File: src/rtl/collision_pkg.sv
// Shared types for the collision probe: screen geometry, FSM states, probe
// ordering and the helpers that map a probe index to a point and a side.
package collision_pkg;

  localparam int unsigned COORD_W   = 10;
  localparam int unsigned ADDR_W    = 11;
  localparam int unsigned SCREEN_W  = 640;
  localparam int unsigned SCREEN_H  = 480;
  localparam int unsigned NUM_SIDES = 4;

  typedef enum logic [1:0] {
    IDLE   = 2'd0,
    SCAN   = 2'd1,
    COMMIT = 2'd2
  } state_e;

  typedef enum logic [2:0] {
    PRB_LEFT_TOP  = 3'd0,
    PRB_LEFT_BOT  = 3'd1,
    PRB_RIGHT_TOP = 3'd2,
    PRB_RIGHT_BOT = 3'd3,
    PRB_UP_LEFT   = 3'd4,
    PRB_UP_RIGHT  = 3'd5,
    PRB_DN_LEFT   = 3'd6,
    PRB_DN_RIGHT  = 3'd7
  } probe_e;

  typedef enum logic [1:0] {
    SIDE_LEFT   = 2'd0,
    SIDE_RIGHT  = 2'd1,
    SIDE_TOP    = 2'd2,
    SIDE_BOTTOM = 2'd3
  } side_e;

  typedef struct packed {
    logic [COORD_W-1:0] l;
    logic [COORD_W-1:0] r;
    logic [COORD_W-1:0] t;
    logic [COORD_W-1:0] b;
  } box_t;

  typedef struct packed {
    logic [COORD_W-1:0] x;
    logic [COORD_W-1:0] y;
  } point_t;

  // Probes come in pairs per side, so the side is the index without its LSB.
  function automatic side_e probe_side(input probe_e p);
    logic [2:0] v;
    v = p;
    return side_e'(v[2:1]);
  endfunction

  // Pixel just outside the box for each probe; arithmetic wraps at 1024.
  function automatic point_t probe_point(input box_t bx, input probe_e p);
    point_t pt;
    pt = '0;
    case (p)
      PRB_LEFT_TOP:  begin pt.x = bx.l - COORD_W'(1); pt.y = bx.t;               end
      PRB_LEFT_BOT:  begin pt.x = bx.l - COORD_W'(1); pt.y = bx.b;               end
      PRB_RIGHT_TOP: begin pt.x = bx.r + COORD_W'(1); pt.y = bx.t;               end
      PRB_RIGHT_BOT: begin pt.x = bx.r + COORD_W'(1); pt.y = bx.b;               end
      PRB_UP_LEFT:   begin pt.x = bx.l;               pt.y = bx.t - COORD_W'(1); end
      PRB_UP_RIGHT:  begin pt.x = bx.r;               pt.y = bx.t - COORD_W'(1); end
      PRB_DN_LEFT:   begin pt.x = bx.l;               pt.y = bx.b + COORD_W'(1); end
      PRB_DN_RIGHT:  begin pt.x = bx.r;               pt.y = bx.b + COORD_W'(1); end
      default:       pt = '0;
    endcase
    return pt;
  endfunction

endpackage

File: src/rtl/tile_addr_calc.sv
// Pixel point to tile ROM address; off-screen points are flagged and
// mapped to address 0. Row scaling is a constant shift-and-add.
module tile_addr_calc
  import collision_pkg::*;
#(
  parameter int unsigned MAP_COLS   = 40,
  parameter int unsigned MAP_ROWS   = 30,
  parameter int unsigned TILE_SHIFT = 4
) (
  input  logic [COORD_W-1:0] x,
  input  logic [COORD_W-1:0] y,
  output logic [ADDR_W-1:0]  addr_c,
  output logic               out_of_bounds_c
);

  localparam int unsigned PROD_W    = 16;
  localparam int unsigned COLS_BITW = 12;
  localparam logic [COLS_BITW-1:0] COLS_BITS = COLS_BITW'(MAP_COLS);

  logic [COORD_W-1:0] col;
  logic [COORD_W-1:0] row;
  logic [PROD_W-1:0]  row_scaled;

  always_comb begin
    col = x >> TILE_SHIFT;
    row = y >> TILE_SHIFT;
    row_scaled = '0;
    for (int k = 0; k < int'(COLS_BITW); k++) begin
      if (COLS_BITS[k]) row_scaled = row_scaled + (PROD_W'(row) << k);
    end
    // Map-size terms only matter for non-default maps smaller than the screen.
    out_of_bounds_c = (x > COORD_W'(SCREEN_W - 1)) || (y > COORD_W'(SCREEN_H - 1)) ||
                      (32'(col) >= MAP_COLS) || (32'(row) >= MAP_ROWS);
    addr_c = out_of_bounds_c ? '0 : ADDR_W'(row_scaled + PROD_W'(col));
  end

endmodule

File: src/rtl/collision_probe.sv
// Per-frame tile collision probe: reads eight ROM tiles around the latched
// bounding box and reports which of the four directions are free.
module collision_probe
  import collision_pkg::*;
#(
  parameter int unsigned MAP_COLS   = 40,
  parameter int unsigned MAP_ROWS   = 30,
  parameter int unsigned TILE_SHIFT = 4
) (
  input  logic               Clk,
  input  logic               Reset_n,
  input  logic               frame_start,
  input  logic [COORD_W-1:0] BallL,
  input  logic [COORD_W-1:0] BallR,
  input  logic [COORD_W-1:0] BallT,
  input  logic [COORD_W-1:0] BallB,
  output logic [ADDR_W-1:0]  map_addr,
  input  logic               map_data,
  output logic               fLeft,
  output logic               fRight,
  output logic               fTop,
  output logic               fBottom,
  output logic               done
);

  state_e                 state_q, state_d;
  box_t                   box_q, box_d, box_in;
  probe_e                 idx_q, idx_d;
  logic                   all_issued_q, all_issued_d;
  // Address stage: probe whose address is on map_addr this cycle.
  logic                   pres_vld_q, pres_vld_d;
  probe_e                 pres_idx_q, pres_idx_d;
  logic                   pres_oob_q, pres_oob_d;
  // Data stage: probe whose ROM bit is on map_data this cycle.
  logic                   dat_vld_q, dat_vld_d;
  probe_e                 dat_idx_q, dat_idx_d;
  logic                   dat_oob_q, dat_oob_d;
  logic [NUM_SIDES-1:0]   blocked_q, blocked_d;
  logic [NUM_SIDES-1:0]   flags_q, flags_d;
  logic                   done_q, done_d;
  logic [ADDR_W-1:0]      map_addr_q, map_addr_d;

  point_t                 probe_pt;
  logic [ADDR_W-1:0]      calc_addr;
  logic                   calc_oob;
  side_e                  dat_side;

  assign box_in = '{l: BallL, r: BallR, t: BallT, b: BallB};

  // The first probe is computed from the live inputs so its address leaves on the latch edge.
  always_comb begin
    if (state_q == SCAN) probe_pt = probe_point(box_q, idx_q);
    else                 probe_pt = probe_point(box_in, PRB_LEFT_TOP);
  end

  tile_addr_calc #(
    .MAP_COLS   (MAP_COLS),
    .MAP_ROWS   (MAP_ROWS),
    .TILE_SHIFT (TILE_SHIFT)
  ) u_addr (
    .x               (probe_pt.x),
    .y               (probe_pt.y),
    .addr_c          (calc_addr),
    .out_of_bounds_c (calc_oob)
  );

  always_ff @(posedge Clk or negedge Reset_n) begin
    if (!Reset_n) begin
      state_q      <= IDLE;
      box_q        <= '0;
      idx_q        <= PRB_LEFT_TOP;
      all_issued_q <= 1'b0;
      pres_vld_q   <= 1'b0;
      pres_idx_q   <= PRB_LEFT_TOP;
      pres_oob_q   <= 1'b0;
      dat_vld_q    <= 1'b0;
      dat_idx_q    <= PRB_LEFT_TOP;
      dat_oob_q    <= 1'b0;
      blocked_q    <= '0;
      flags_q      <= '0;
      done_q       <= 1'b0;
      map_addr_q   <= '0;
    end else begin
      state_q      <= state_d;
      box_q        <= box_d;
      idx_q        <= idx_d;
      all_issued_q <= all_issued_d;
      pres_vld_q   <= pres_vld_d;
      pres_idx_q   <= pres_idx_d;
      pres_oob_q   <= pres_oob_d;
      dat_vld_q    <= dat_vld_d;
      dat_idx_q    <= dat_idx_d;
      dat_oob_q    <= dat_oob_d;
      blocked_q    <= blocked_d;
      flags_q      <= flags_d;
      done_q       <= done_d;
      map_addr_q   <= map_addr_d;
    end
  end

  always_comb begin
    state_d      = state_q;
    box_d        = box_q;
    idx_d        = idx_q;
    all_issued_d = all_issued_q;
    pres_vld_d   = 1'b0;
    pres_idx_d   = PRB_LEFT_TOP;
    pres_oob_d   = 1'b0;
    dat_vld_d    = pres_vld_q;
    dat_idx_d    = pres_idx_q;
    dat_oob_d    = pres_oob_q;
    blocked_d    = blocked_q;
    flags_d      = flags_q;
    done_d       = 1'b0;
    map_addr_d   = '0;
    dat_side     = probe_side(dat_idx_q);

    unique case (state_q)
      IDLE: begin
        if (frame_start) begin
          state_d      = SCAN;
          box_d        = box_in;
          idx_d        = PRB_LEFT_BOT;
          all_issued_d = 1'b0;
          blocked_d    = '0;
          pres_vld_d   = 1'b1;
          pres_idx_d   = PRB_LEFT_TOP;
          pres_oob_d   = calc_oob;
          map_addr_d   = calc_addr;
        end
      end
      SCAN: begin
        if (!all_issued_q) begin
          pres_vld_d   = 1'b1;
          pres_idx_d   = idx_q;
          pres_oob_d   = calc_oob;
          map_addr_d   = calc_addr;
          idx_d        = probe_e'(3'(idx_q + 3'd1));
          all_issued_d = (idx_q == PRB_DN_RIGHT);
        end
        // Off-screen probes count as solid whatever the ROM returned.
        if (dat_vld_q) begin
          blocked_d[dat_side] = blocked_d[dat_side] | dat_oob_q | map_data;
          if (dat_idx_q == PRB_DN_RIGHT) state_d = COMMIT;
        end
      end
      COMMIT: begin
        flags_d = ~blocked_q;
        done_d  = 1'b1;
        state_d = IDLE;
      end
      default: state_d = IDLE;
    endcase
  end

  assign map_addr = map_addr_q;
  assign fLeft    = flags_q[SIDE_LEFT];
  assign fRight   = flags_q[SIDE_RIGHT];
  assign fTop     = flags_q[SIDE_TOP];
  assign fBottom  = flags_q[SIDE_BOTTOM];
  assign done     = done_q;

endmodule

File: config.mk
export PLATFORM = sky130hd
export DESIGN_NAME = collision_probe
export DESIGN_NICKNAME = d
export VERILOG_FILES = /design/src/rtl/collision_pkg.sv /design/src/rtl/tile_addr_calc.sv /design/src/rtl/collision_probe.sv
export SDC_FILE = /design/constraint.sdc
export NUM_CORES = 1
export LEC_CHECK = 0
export CORE_ASPECT_RATIO = 0.9
export CORE_MARGIN = 2
export CORE_UTILIZATION = 35
export CTS_BUF_LIST = sky130_fd_sc_hd__clkbuf_2 sky130_fd_sc_hd__clkbuf_4 sky130_fd_sc_hd__clkbuf_8
export DETAILED_ROUTE_END_ITERATION = 8
export GPL_TIMING_DRIVEN = 0
export PLACE_DENSITY_LB_ADDON = 0.05
export SETUP_SLACK_MARGIN = 0.3
export SLEW_MARGIN = 0
export SYNTH_ARGS = -nofsm -noshare
export SYNTH_HDL_FRONTEND = slang
export SYNTH_SLANG_ARGS = --single-unit
File: constraint.sdc
create_clock -name Clk -period 4.2 [get_ports Clk]
set_input_delay 0.84 -clock Clk [delete_from_list [all_inputs] [get_ports Clk]]
set_output_delay 0.84 -clock Clk [all_outputs]
set_load 0.05 [all_outputs]
==> impl_summary.log <==
[metrics] summed area of non-filler cells in the final layout: approximately 5500 sq um
[metrics] CTS clk-pin slew, worst paths: around 0.080 ns
[metrics] post-detailed-route via-to-cell ratio: 5.27
[metrics] Initial Utilization: 0.358
[metrics] floorplan core area: between 10,000 and 15,000 sq um
[metrics] CTS H-Tree Depth: 3
[metrics] Synth async-reset ratio: 1.00
[metrics] wire length of the first global-routing pass: approximately 17,000 microns
[metrics] Post-synth EDFFs: 0
[metrics] maximum number of pins on one net before global-route repair: 49
[metrics] signed area change from the synthesized netlist to the final layout: 28.4%
[metrics] initial antenna violation count: 0
[metrics] DR DRC count: 0
[metrics] Core Rows: 38
[metrics] GPL Wtd Cong: 0.875
[metrics] synthesized flop and latch total: 76
[metrics] top library cells by usage in the layout, fill and taps aside: 76 x dfrtp_1, 54 x clkdlybuf4s50_1, 35 x mux2_2
[metrics] run status: completed
[metrics] Die Outline Area: around 13,000 sq um
[metrics] worst rel slew slack: 0.497
[metrics] worst hold path class: flop to flop
[metrics] aggregate global routing overflow: 0
[metrics] RSZ-0062 raised after global routing: true
[metrics] routed wirelength normalized by instance count: 16.0 microns
[metrics] clock sink total: 76
[metrics] count of different cell masters after synthesis: 61
[metrics] insertion delay to the later sink of the worst-skew pair: around 0.38 ns
[metrics] Synth Warn #: 0
[metrics] vias after detailed routing: between 3,000 and 4,000
[metrics] netlist area before placement: ~4300 sq um
[metrics] Final Routed Wirelength: approximately 10,000 microns
[metrics] Die Ht: 109 microns
[metrics] upper clock frequency limit: 268 MHz
[metrics] diodes inserted: 0
[metrics] first-pass iteration count of the detailed router: 6
[metrics] standard cell area after detailed placement: between 5000 and 6000 sq um
[metrics] Post-Synthesis Net Count: 480
[metrics] Avg Inst Size Synth: about 10 sq um
[metrics] Die X: around 120 microns
[metrics] most common cell after layout, fill and taps aside: dfrtp_1
[metrics] number of max-cap violations: 0
[metrics] kind of end point of the critical path: flop
[metrics] Cells after Synth: 412
[metrics] worst setup path class: input port to flop
[metrics] total of buffers placed on input and output ports: slightly below 60
[metrics] biggest fanout along the worst timing path: 3
[metrics] iteration-0 DRC count of the detailed router: slightly below 200
[metrics] final layout net count: roughly 560
[metrics] share of final-layout standard cells stronger than drive strength 1: 0.225
[metrics] Pins Over Slew Limit: 0
[metrics] TritonCTS Buffers: 9
[metrics] Finish-stage setup viols: 0
[metrics] actual transition at the worst max-transition pin: between 0.7 and 0.8 ns
[metrics] required time of the worst setup path: between 4 and 5 ns
[metrics] Final Hold Vio Count: 0
[metrics] startpoint kind of the worst setup timing path: input port
[metrics] remaining antenna violation count after routing: 0
[metrics] number of global-route vias before repair: 3,297
[metrics] worst setup skew after layout: 0.0137 ns
[metrics] flip-flop cell with the highest count after synthesis: dfrtp_1
[metrics] worst path arrival time: roughly 4 ns
[metrics] clock period minus worst slack: 3.73 ns
[metrics] number of buffers on the longest clock path: 2
[metrics] sequential share of the synthesized area: 0.444
[metrics] setup_tns: 0 ns
[metrics] clock tree from TritonCTS: built
[metrics] DPL Wire Length: about 7700 microns
[metrics] Final period util: 0.888
[metrics] clock root buffer: clkbuf_8
[metrics] Filler cells: 1,144
[metrics] overall track demand over capacity in global routing: 0.170
[metrics] # IOs: 60
## what timing repair did
| item | in CTS | in global routing |
|---|---|---|
| pin swaps | 4 | 8 |
| buffers inserted | 2 | 3 |
| hold buffers | 0 | 0 |
| setup endpoints to repair | 4 | 3 |
| resized for setup | 15 | 37 |
| hold endpoints to repair | 0 | 0 |
## stage by stage
stage / instances / hold WS [ns] / setup WS [ns] / utilization
after floorplan: 412 / 0.331 / 0.586 / -
after global placement: 631 / 0.337 / -0.487 / 0.424
after detailed placement: 633 / 0.335 / -0.162 / 0.426
after CTS: 651 / 0.357 / 0.300 / 0.447
after global routing: 654 / 0.368 / 0.273 / 0.459
final: 654 / 0.355 / 0.470 / 0.459
## sequential cells by signal, indices dropped and copies added (netlist names)
| signal | cells |
|---|---|
| box_q | 40 |
| map_addr | 11 |
| blocked_q | 4 |
| flags_q | 4 |
| dat_idx_d | 3 |
| dat_idx_q | 3 |
| idx_q | 3 |
| state_q | 2 |
| all_issued_q | 1 |
| dat_oob_d | 1 |
| dat_oob_q | 1 |
| dat_vld_d | 1 |
| dat_vld_q | 1 |
| done | 1 |
## cells by family (layout without fill, tap and decap cells)
| group | Yosys count | after routing | synth area share |
|---|---|---|---|
| simple gates | 123 | 123 | 0.166 |
| compound gates | 98 | 98 | 0.153 |
| flops | 76 | 76 | 0.444 |
| buf+inv | 39 | 121 | 0.0371 |
| mux | 35 | 35 | 0.0919 |
| fa+ha+maj | 24 | 24 | 0.0736 |
| xor+xnor | 17 | 17 | 0.0347 |
## synthesized netlist by cell type (2+ instances only)
library cell	count	area share
a31oi_1	4	0.0058
nor4_1	8	0.012
dfrtp_1	76	0.44
o21ai_0	24	0.028
and4_1	4	0.0082
nor3b_2	2	0.0058
fa_1	2	0.0093
inv_1	23	0.020
or3_1	5	0.0073
xnor2_1	10	0.020
a21o_1	6	0.011
clkbuf_1	11	0.0096
nor3b_1	4	0.0070
a221oi_1	4	0.0082
ha_1	22	0.064
nand2b_1	5	0.0073
xor2_1	7	0.014
nor3_2	8	0.019
nor3_1	9	0.011
o31ai_1	7	0.012
o21a_1	3	0.0053
or4_1	4	0.0070
nand2_1	26	0.023
o2111ai_1	2	0.0041
nor2b_1	5	0.0073
nor2_1	26	0.023
a22oi_1	3	0.0053
a21oi_1	16	0.019
buf_2	4	0.0047
o21ai_1	8	0.0093
nand4_1	5	0.0073
o21bai_1	2	0.0035
mux2_2	35	0.092
nand3_1	5	0.0058
## layer usage
layer,part of all wire,global-route usage
met5,0,0
met4,0.023,0.0723
met3,0.051,0.0465
met2,0.44,0.249
met1,0.49,0.235
## cell type report
cell class / instances / area, sq um / share of cell area
timing repair buffer: 66 / 667 / 0.121
clock inverter: 7 / 56.3 / 0.0102
tap: 160 / 200 / 0.0364
clock buffer: 9 / 124 / 0.0225
multi-input combinational: 297 / 2380 / 0.432
buffer: 16 / 90.1 / 0.0164
inverter: 23 / 86.3 / 0.0157
sequential: 76 / 1900 / 0.346
## worst max-delay path, stage by stage
cell	delay [ns]
clkdlybuf4s50_1	0.44
or4_4	0.59
nor3_4	0.14
xnor2_1	0.15
nand2_1	0.09
o31ai_2	0.09
fa_1	0.51
inv_1	0.08
ha_1	0.23
a21o_1	0.20
a21oi_2	0.15
o21bai_1	0.08
a21oi_1	0.16
xor2_1	0.19
nor3_2	0.05
## final timing paths
| kind | cells after the start | to | slack, ns | from |
|---|---|---|---|---|
| worst min-delay path | 0 | dat_oob_q | 0.36 | dat_oob_d |
| min in group asynchronous | 1 | done | 0.38 | Reset_n |
| max in group asynchronous | 2 | box_q[22] | 3.25 | Reset_n |
| worst min register to register | 0 | dat_oob_q | 0.36 | dat_oob_d |
| worst max-delay path | 15 | map_addr[9] | 0.47 | BallL[2] |
| worst max register to register | 17 | map_addr[9] | 0.53 | idx_q[1] |
Power is not shown: default switching activity piles up to over one toggle a cycle in this logic, so the estimate is an artifact.
